**src/rtl/step_clk_ctrl.sv**
```systemverilog
// ---------------------------------------------------------------------------
// step_clk_ctrl
//
// Produces a single-cycle clock-enable for the pipelined MIPS core from the
// free-running divider bus. Two modes:
//   - manual: one enable pulse per debounced press of the step button
//   - auto:   periodic enable pulses at a switch-selected rate
// A wrapping count of issued pulses is exported for the display.
//
// Parameters
//   DB_BIT     clkdiv bit whose rising edge is the debounce sample tick
//   DB_TICKS   consecutive stable ticks to accept a press or release (1..15)
//   RATE_BASE  clkdiv bit of the fastest auto rate (RATE_BASE+6 <= 31)
//
// Ports
//   clk         system clock (same clock as the divider counter)
//   rst         asynchronous reset, active-high
//   clkdiv      divider count bus, synchronous to clk
//   btn_step    raw step button, asynchronous, active-high
//   sw_auto     raw mode switch, asynchronous; 1 = auto, 0 = manual
//   sel_rate    auto rate select; source bit = RATE_BASE + 2*sel_rate
//   cpu_clk_en  one-clk-wide step enable to the CPU
//   btn_db      debounced button level
//   step_cnt    number of cpu_clk_en pulses issued (wraps)
// ---------------------------------------------------------------------------
module step_clk_ctrl #(
    parameter int DB_BIT    = 16,
    parameter int DB_TICKS  = 4,
    parameter int RATE_BASE = 20
) (
    input  logic        clk,
    input  logic        rst,
    input  logic [31:0] clkdiv,
    input  logic        btn_step,
    input  logic        sw_auto,
    input  logic [1:0]  sel_rate,
    output logic        cpu_clk_en,
    output logic        btn_db,
    output logic [15:0] step_cnt
);

    typedef enum logic [1:0] {
        IDLE      = 2'd0,
        PRESS_CHK = 2'd1,
        HELD      = 2'd2,
        REL_CHK   = 2'd3
    } state_t;

    // The debounce counter stops one short of DB_TICKS: the tick that finds
    // it at CNT_LAST is the DB_TICKS-th stable tick and causes the move.
    localparam logic [3:0] CNT_LAST = 4'(DB_TICKS - 1);

    // -----------------------------------------------------------------------
    // Two-flop synchronizers: bit 0 = step button, bit 1 = auto switch
    // -----------------------------------------------------------------------
    logic [1:0] raw_in;
    logic [1:0] sync_vec;

    assign raw_in = {sw_auto, btn_step};

    genvar gi;
    generate
        for (gi = 0; gi < 2; gi++) begin : g_sync
            logic meta_reg;
            logic sync_reg;

            always_ff @(posedge clk or posedge rst) begin
                if (rst) begin
                    meta_reg <= 1'b0;
                    sync_reg <= 1'b0;
                end else begin
                    meta_reg <= raw_in[gi];
                    sync_reg <= meta_reg;
                end
            end

            assign sync_vec[gi] = sync_reg;
        end
    endgenerate

    logic btn_s;
    logic auto_s;

    assign btn_s  = sync_vec[0];
    assign auto_s = sync_vec[1];

    // -----------------------------------------------------------------------
    // Tick generation: rising edge of a divider bit, one clk wide.
    // Only the currently selected rate bit is kept, so a sel_rate change can
    // produce one spurious or missing rate tick.
    // -----------------------------------------------------------------------
    logic [4:0] rate_idx;
    logic       db_bit_reg;
    logic       rate_bit_reg;
    logic       db_tick;
    logic       rate_tick;

    assign rate_idx  = 5'(RATE_BASE) + {2'b00, sel_rate, 1'b0};
    assign db_tick   = clkdiv[DB_BIT] & ~db_bit_reg;
    assign rate_tick = clkdiv[rate_idx] & ~rate_bit_reg;

    always_ff @(posedge clk or posedge rst) begin
        if (rst) begin
            db_bit_reg   <= 1'b0;
            rate_bit_reg <= 1'b0;
        end else begin
            db_bit_reg   <= clkdiv[DB_BIT];
            rate_bit_reg <= clkdiv[rate_idx];
        end
    end

    // Most divider bits are not needed here; fold them into a named sink.
    logic unused_clkdiv;
    assign unused_clkdiv = ^clkdiv;

    // -----------------------------------------------------------------------
    // Debounce FSM with registered outputs
    // -----------------------------------------------------------------------
    state_t     state_reg;
    logic [3:0] cnt_reg;
    logic       press_evt;
    logic       pulse_next;

    // Level checks win over a same-cycle tick, so a press is accepted only
    // when the button is still high on the final tick.
    assign press_evt  = (state_reg == PRESS_CHK) && btn_s && db_tick &&
                        (cnt_reg == CNT_LAST);
    // Manual presses are ignored in auto mode; mode changes alone never pulse.
    assign pulse_next = auto_s ? rate_tick : press_evt;

    always_ff @(posedge clk or posedge rst) begin
        if (rst) begin
            state_reg  <= IDLE;
            cnt_reg    <= 4'd0;
            btn_db     <= 1'b0;
            cpu_clk_en <= 1'b0;
            step_cnt   <= 16'd0;
        end else begin
            cpu_clk_en <= pulse_next;
            if (pulse_next) begin
                step_cnt <= step_cnt + 16'd1;
            end

            case (state_reg)
                IDLE: begin
                    if (btn_s) begin
                        state_reg <= PRESS_CHK;
                        cnt_reg   <= 4'd0;
                    end
                end
                PRESS_CHK: begin
                    if (!btn_s) begin
                        state_reg <= IDLE;
                        cnt_reg   <= 4'd0;
                    end else if (db_tick) begin
                        if (cnt_reg == CNT_LAST) begin
                            state_reg <= HELD;
                            cnt_reg   <= 4'd0;
                            btn_db    <= 1'b1;
                        end else begin
                            cnt_reg <= cnt_reg + 4'd1;
                        end
                    end
                end
                HELD: begin
                    if (!btn_s) begin
                        state_reg <= REL_CHK;
                        cnt_reg   <= 4'd0;
                    end
                end
                REL_CHK: begin
                    if (btn_s) begin
                        state_reg <= HELD;
                        cnt_reg   <= 4'd0;
                    end else if (db_tick) begin
                        if (cnt_reg == CNT_LAST) begin
                            state_reg <= IDLE;
                            cnt_reg   <= 4'd0;
                            btn_db    <= 1'b0;
                        end else begin
                            cnt_reg <= cnt_reg + 4'd1;
                        end
                    end
                end
                default: begin
                    state_reg <= IDLE;
                    cnt_reg   <= 4'd0;
                    btn_db    <= 1'b0;
                end
            endcase
        end
    end

endmodule
```
**config.mk**
```make
export PLATFORM = sky130hd
export DESIGN_NAME = step_clk_ctrl
export DESIGN_NICKNAME = d
export VERILOG_FILES = /design/src/rtl/step_clk_ctrl.sv
export SDC_FILE = /design/constraint.sdc
export NUM_CORES = 1
export LEC_CHECK = 0
export ABC_AREA = 1
export CORE_ASPECT_RATIO = 1.25
export CORE_MARGIN = 1
export CORE_UTILIZATION = 49
export DETAILED_ROUTE_END_ITERATION = 10
export HOLD_SLACK_MARGIN = 0.02
export PLACE_DENSITY = 0.85
export SYNTH_ARGS = -nofsm -noshare
export SYNTH_HDL_FRONTEND = slang
export SYNTH_SLANG_ARGS = --single-unit
```
**constraint.sdc**
```tcl
create_clock -name clk -period 2.2 [get_ports clk]
set_input_delay 0.55 -clock clk [delete_from_list [all_inputs] [get_ports clk]]
set_output_delay 0.55 -clock clk [all_outputs]
set_load 0.05 [all_outputs]
```
### Word level (Yosys, flattened, before mapping)

Index checks and enable logic that the tools add are counted.

* add/sub/neg operators: 3
* $lt $le $gt $ge: 1
* equality and inequality tests: 16
* muxes and demuxes: 26
* bitwise gates (word level): 4
* reduce and logical (&&, ||, !) cells: 8

Operators by type and width (count)
* 2-to-1 mux 4 bit: 6
* adder 16 x 1 -> 16 bit (second input constant): 1
* 2-to-1 mux 2 bit: 8
* one-hot mux 4 bit (4 select lines): 1
* inequality test 2 bit (second input constant): 7
* inequality test 3 bit (second input constant): 3
* 2-to-1 mux 1 bit: 8
* one-hot mux 2 bit (4 select lines): 1
* AND reduction 7 bit: 1
* < comparator 5 x 6 -> 1 bit (second input constant): 1
* AND reduction 6 bit: 1
* adder 5 x 3 -> 5 bit (first input constant): 1
* binary-select mux 1 bit (select 5 bit): 1
* adder 4 x 1 -> 4 bit (second input constant): 1
* equality test 2 bit (second input constant): 2
* equality test 4 x 2 -> 1 bit (second input constant): 1
* logical AND 1 bit: 3
* inequality test 3 x 2 -> 1 bit (second input constant): 1
* AND 1 bit: 2
* equality test 2 x 1 -> 1 bit (second input constant): 1
* logical NOT 2 bit: 1
* inequality test 2 x 1 -> 1 bit (second input constant): 1
* inverter 1 bit: 2
* one-hot mux 1 bit (2 select lines): 1
* other kinds (2): 2

* register bits: 30
* input bits: 38
* output and inout bits: 18
* word-level logic and storage cells: 69

### Depth between registers and ports, before layout

* word-level depth: 5
* gate-level depth with buffers: 8
* mapped depth without buffers: 8

### Worst setup path before layout

OpenSTA, ideal clock, no wires.

* path type: register to register
* from: register step_cnt[1]
* to: register step_cnt[8]
* setup time: 123 ps
* arrival time: 1550 ps
* required time: 2077 ps
* slack: 527 ps
* cell stages (with the launch flop): 8
* path buffers: 0
* period minus slack after synthesis: 1673 ps
* cells stage by stage: dfrtp_1 -> ha_1 -> inv_1 -> nor2_2 -> nand2_1 -> xor2_1 -> nand2_1 -> o21ai_1

* longest elaborated chain between the ends: 1

RTL lines
* start, declared: line 39 `output logic [15:0] step_cnt`
* start signal, assigned: line 141 `step_cnt <= step_cnt + 16'd1;`
* adder 16 x 1 -> 16 bit: line 141

Every way passes these cells.
A chain may end at the register's enable or synchronous reset.

### Worst setup path after layout

* from: register step_cnt[11]
* to: output port step_cnt[11]

No word-level cell between the ends.

==> flow_summary.html <==
<table>
<tr><th>Metric</th><th>Value</th></tr>
<tr><th colspan="2">Worst setup path</th></tr>
<tr><td>End of the worst register-to-register path</td><td>step_cnt[8]$_DFFE_PP0P_</td></tr>
<tr><td>Max stage delay on crit path</td><td>840 ps</td></tr>
<tr><td>Worst setup SP type</td><td>flip-flop</td></tr>
<tr><td>Number of buffer and inverter instances along the worst setup path</td><td>1</td></tr>
<tr><td>Crit Reg-Reg Startpoint</td><td>step_cnt[0]$_DFFE_PP0P_</td></tr>
<tr><td>Total number of cells along the worst setup path</td><td>1</td></tr>
<tr><td>Worst R2R Path Depth</td><td>7</td></tr>
<tr><td>CP Max Fanout</td><td>6</td></tr>
<tr><td>CP Capture Type</td><td>primary output</td></tr>
<tr><td>Cell Chain, Critical Path</td><td>clkdlybuf4s50_1</td></tr>
<tr><td>Worst setup startpoint</td><td>step_cnt[11]$_DFFE_PP0P_</td></tr>
<tr><td>Start-to-end type of the worst setup path</td><td>reg -&gt; out</td></tr>
<tr><td>CP arrival</td><td>1570 ps</td></tr>
<tr><td>Kind of cell adding the most delay to the critical path</td><td>buffers and inverters</td></tr>
<tr><td>CP max stage cell</td><td>sky130_fd_sc_hd__clkdlybuf4s50_1</td></tr>
<tr><td>Required time of the critical path</td><td>1650 ps</td></tr>
<tr><td>Worst reg2reg setup slack</td><td>730 ps</td></tr>
<tr><td>End of the critical path</td><td>step_cnt[11]</td></tr>
<tr><th colspan="2">STA</th></tr>
<tr><td>Post-route fraction of the period consumed by the critical path</td><td>96.1%</td></tr>
<tr><td>Number of failing hold endpoints at the final stage</td><td>0</td></tr>
<tr><td>Slew of the pin with the lowest slew margin</td><td>509 ps</td></tr>
<tr><td>Unrepaired setup endpoints after global routing</td><td>false</td></tr>
<tr><td>Maximum clock frequency</td><td>0.473 GHz</td></tr>
<tr><td>Min Clock Period, post-route</td><td>2120 ps</td></tr>
<tr><td>Final-report max-slew violation count</td><td>0</td></tr>
<tr><td>Worst Clk Skew</td><td>4.66 ps</td></tr>
<tr><td>Relative max-transition margin</td><td>66.0%</td></tr>
<tr><td>Final Hold Slack</td><td>348 ps</td></tr>
<tr><td>Setup Total Neg Slack</td><td>0 ps</td></tr>
<tr><td>Setup-failing EPs final</td><td>0</td></tr>
<tr><th colspan="2">Synth</th></tr>
<tr><td>Average instance area after synthesis</td><td>7.70 µm²</td></tr>
<tr><td>Synth Register Bits</td><td>30</td></tr>
<tr><td>Number of instances in the synthesized netlist</td><td>213</td></tr>
<tr><td>Nets in the synthesized netlist</td><td>253</td></tr>
<tr><td>Yosys synthesis warning count</td><td>0</td></tr>
<tr><td>Cell Area, Synth</td><td>1640 µm²</td></tr>
<tr><td>Synth cell types</td><td>21</td></tr>
<tr><td>Fraction of the yosys area taken by sequential cells</td><td>45.8%</td></tr>
<tr><th colspan="2">Floorplan</th></tr>
<tr><td>Total die area</td><td>3580 µm²</td></tr>
<tr><td>Count of standard-cell rows</td><td>23</td></tr>
<tr><td>Initial Utilization</td><td>51.4%</td></tr>
<tr><td>Horiz. Die Dim</td><td>53.8 µm</td></tr>
<tr><td>Die span in y</td><td>66.7 µm</td></tr>
<tr><td>I/O pin count</td><td>56</td></tr>
<tr><td>Standard cell core area</td><td>3190 µm²</td></tr>
<tr><th colspan="2">Final layout</th></tr>
<tr><td>Most frequent standard cell in the layout excluding fill and tap cells</td><td>sky130_fd_sc_hd__nand2_1</td></tr>
<tr><td>Layout-stage area growth over the synthesis result</td><td>24.9%</td></tr>
<tr><td>Ratio of cells with drive above 1 in the final layout</td><td>11.2%</td></tr>
<tr><td># nets final</td><td>288</td></tr>
<tr><td>Number of inserted diodes</td><td>0</td></tr>
<tr><td>Filler cell count in the final layout</td><td>274</td></tr>
<tr><td>Leading cell types in the layout, fill and taps excluded</td><td>80 x sky130_fd_sc_hd__nand2_1, 30 x sky130_fd_sc_hd__dfrtp_1, 27 x sky130_fd_sc_hd__clkdlybuf4s50_1</td></tr>
<tr><td>Flip-flop count of the largest register after layout</td><td>16</td></tr>
<tr><th colspan="2">Place</th></tr>
<tr><td>Post-detail-place hpwl</td><td>2.29 mm</td></tr>
<tr><td>Count of buffers from port buffering</td><td>28</td></tr>
<tr><td>Final Wtd Congestion</td><td>0.805</td></tr>
<tr><th colspan="2">Detailed routing</th></tr>
<tr><td>Detailed-route via count</td><td>1,405</td></tr>
<tr><td>Pre-Repair DR Iteration Count</td><td>4</td></tr>
<tr><td>Remaining DRCs</td><td>0</td></tr>
<tr><td>Drt first-iter violations</td><td>33</td></tr>
<tr><td>Antenna viol nets, final</td><td>0</td></tr>
<tr><td>Vias/cell</td><td>4.91</td></tr>
<tr><td>Post-detailed-routing wire length</td><td>3.13 mm</td></tr>
<tr><td>Metal2 WL</td><td>1.57 mm</td></tr>
<tr><td>Routed length on met1</td><td>1.36 mm</td></tr>
<tr><td>Top routing layer in use</td><td>met4</td></tr>
<tr><td>Metal3 WL</td><td>133 µm</td></tr>
<tr><td>Routed wirelength normalized by instance count</td><td>10.9 µm</td></tr>
<tr><th colspan="2">Global route</th></tr>
<tr><td>Global route overflow</td><td>0</td></tr>
<tr><td>Number of antenna violations at the first check in global routing</td><td>0</td></tr>
<tr><td>Wire length of the first global-routing pass</td><td>5.29 mm</td></tr>
<tr><td>Largest net degree at the start of global routing</td><td>31</td></tr>
<tr><td>Total global-route track usage</td><td>20.6%</td></tr>
<tr><td>Number of global-route vias before repair</td><td>1,270</td></tr>
<tr><th colspan="2">Clock network</th></tr>
<tr><td>Clock Path Buffers</td><td>2</td></tr>
<tr><td>H-tree depth</td><td>2</td></tr>
<tr><td>Clock buffers created by TritonCTS</td><td>5</td></tr>
<tr><td>Resized cells post-CTS</td><td>0</td></tr>
<tr><td>Clock Sinks</td><td>30</td></tr>
<tr><td>Count of buffers added by post-CTS timing repair for setup</td><td>0</td></tr>
<tr><td>Clock transition at path regs</td><td>60 ps</td></tr>
<tr><td>Worst skew pair latency</td><td>280 ps</td></tr>
<tr><td>Buffer type at the clock tree root</td><td>sky130_fd_sc_hd__clkbuf_8</td></tr>
<tr><td>TritonCTS clock tree</td><td>built</td></tr>
<tr><td>Count of hold-fix buffers inserted at cts</td><td>0</td></tr>
<tr><th colspan="2">Hold path</th></tr>
<tr><td>Worst min-delay path category</td><td>reg -&gt; reg</td></tr>
<tr><th colspan="2">Outcome</th></tr>
<tr><td>Run status</td><td>finished, final reports clean</td></tr>
<tr><th colspan="2">Power and ir drop</th></tr>
<tr><td>Leakage component of the power</td><td>0.000971 µW</td></tr>
<tr><td>Power density relative to cell area</td><td>997 nW/µm²</td></tr>
<tr><td>VDD IR-drop max</td><td>0.862 mV</td></tr>
<tr><th colspan="2">Job</th></tr>
<tr><td>Max Cap Violations</td><td>0</td></tr>
</table>
==> final cells by class <==
type                       count  area, µm²  share of cell area, %
sequential                    30        751                   36.7
clock buffer                   7       86.3                   4.22
clock inverter                 1       5.00                  0.244
inverter                      29        109                   5.31
timing repair buffer          30        305                   14.9
multi-input combinational    152        746                   36.4
tap                           37       46.3                   2.26
==> how the worst min path moves through the flow <==
| stage | from | end | slack, ps | depth (start not counted) |
|---|---|---|---|---|
| floorplan | g_sync[1].meta_reg$_DFF_PP0_ | auto_s$_DFF_PP0_ | 330 | 0 |
| global placement | g_sync[0].meta_reg$_DFF_PP0_ | btn_s$_DFF_PP0_ | 330 | 0 |
| detailed placement | g_sync[1].meta_reg$_DFF_PP0_ | auto_s$_DFF_PP0_ | 340 | 0 |
| CTS | g_sync[1].meta_reg$_DFF_PP0_ | auto_s$_DFF_PP0_ | 350 | 0 |
| global route | g_sync[0].meta_reg$_DFF_PP0_ | btn_s$_DFF_PP0_ | 360 | 0 |
| finish | g_sync[1].meta_reg$_DFF_PP0_ | auto_s$_DFF_PP0_ | 350 | 0 |
==> routing by layer <==
metal / track usage [%] / vias to the layer above
met5: 0 / -
li1: - / 735
met3: 6.62 / 7
met4: 12.2 / 0
met2: 32.6 / 25
met1: 23.6 / 638
==> per-stage QoR <==
step	worst slack, ps	cell area, µm²	total power, µW	instances	utilization (%)
4_1_cts	73.1	2050	2060	286	64.1
2_1_floorplan	527	1640	1350	213	-
6_report	84.8	2050	2040	286	64.1
5_1_grt	27.9	2050	2170	286	64.1
3_5_place_dp	204	1960	1600	278	61.3
3_3_place_gp	234	1960	1580	278	61.3
==> logic make-up after synthesis <==
logic type                 synth area share [%]
AOI/OAI and AO/OA                          6.03
xor gates and xnor gates                   4.81
adders and majority gates                  1.53
buffers and inverters                      8.77
DFF                                        45.8
and+or+nand+nor                            33.1
==> cell usage after synthesis, drive strengths merged <==
cell | n | share of area (%)
and2 | 1 | 0.38
buf | 2 | 2.1
dfrtp | 30 | 46
ha | 2 | 1.5
inv | 29 | 6.6
nand2 | 83 | 20
nand3 | 14 | 5.2
nand4 | 4 | 1.5
nor2 | 22 | 6.3
o21ai | 15 | 5.3
o22ai | 2 | 0.76
xor2 | 9 | 4.8
==> where the power goes <==
group / total, µW / internal [µW] / switching, µW
clock network: 449 / 252 / 197
registers: 783 / 659 / 124
logic: 810 / 270 / 540
No activity file was read; power rests on OpenSTA's default activity.
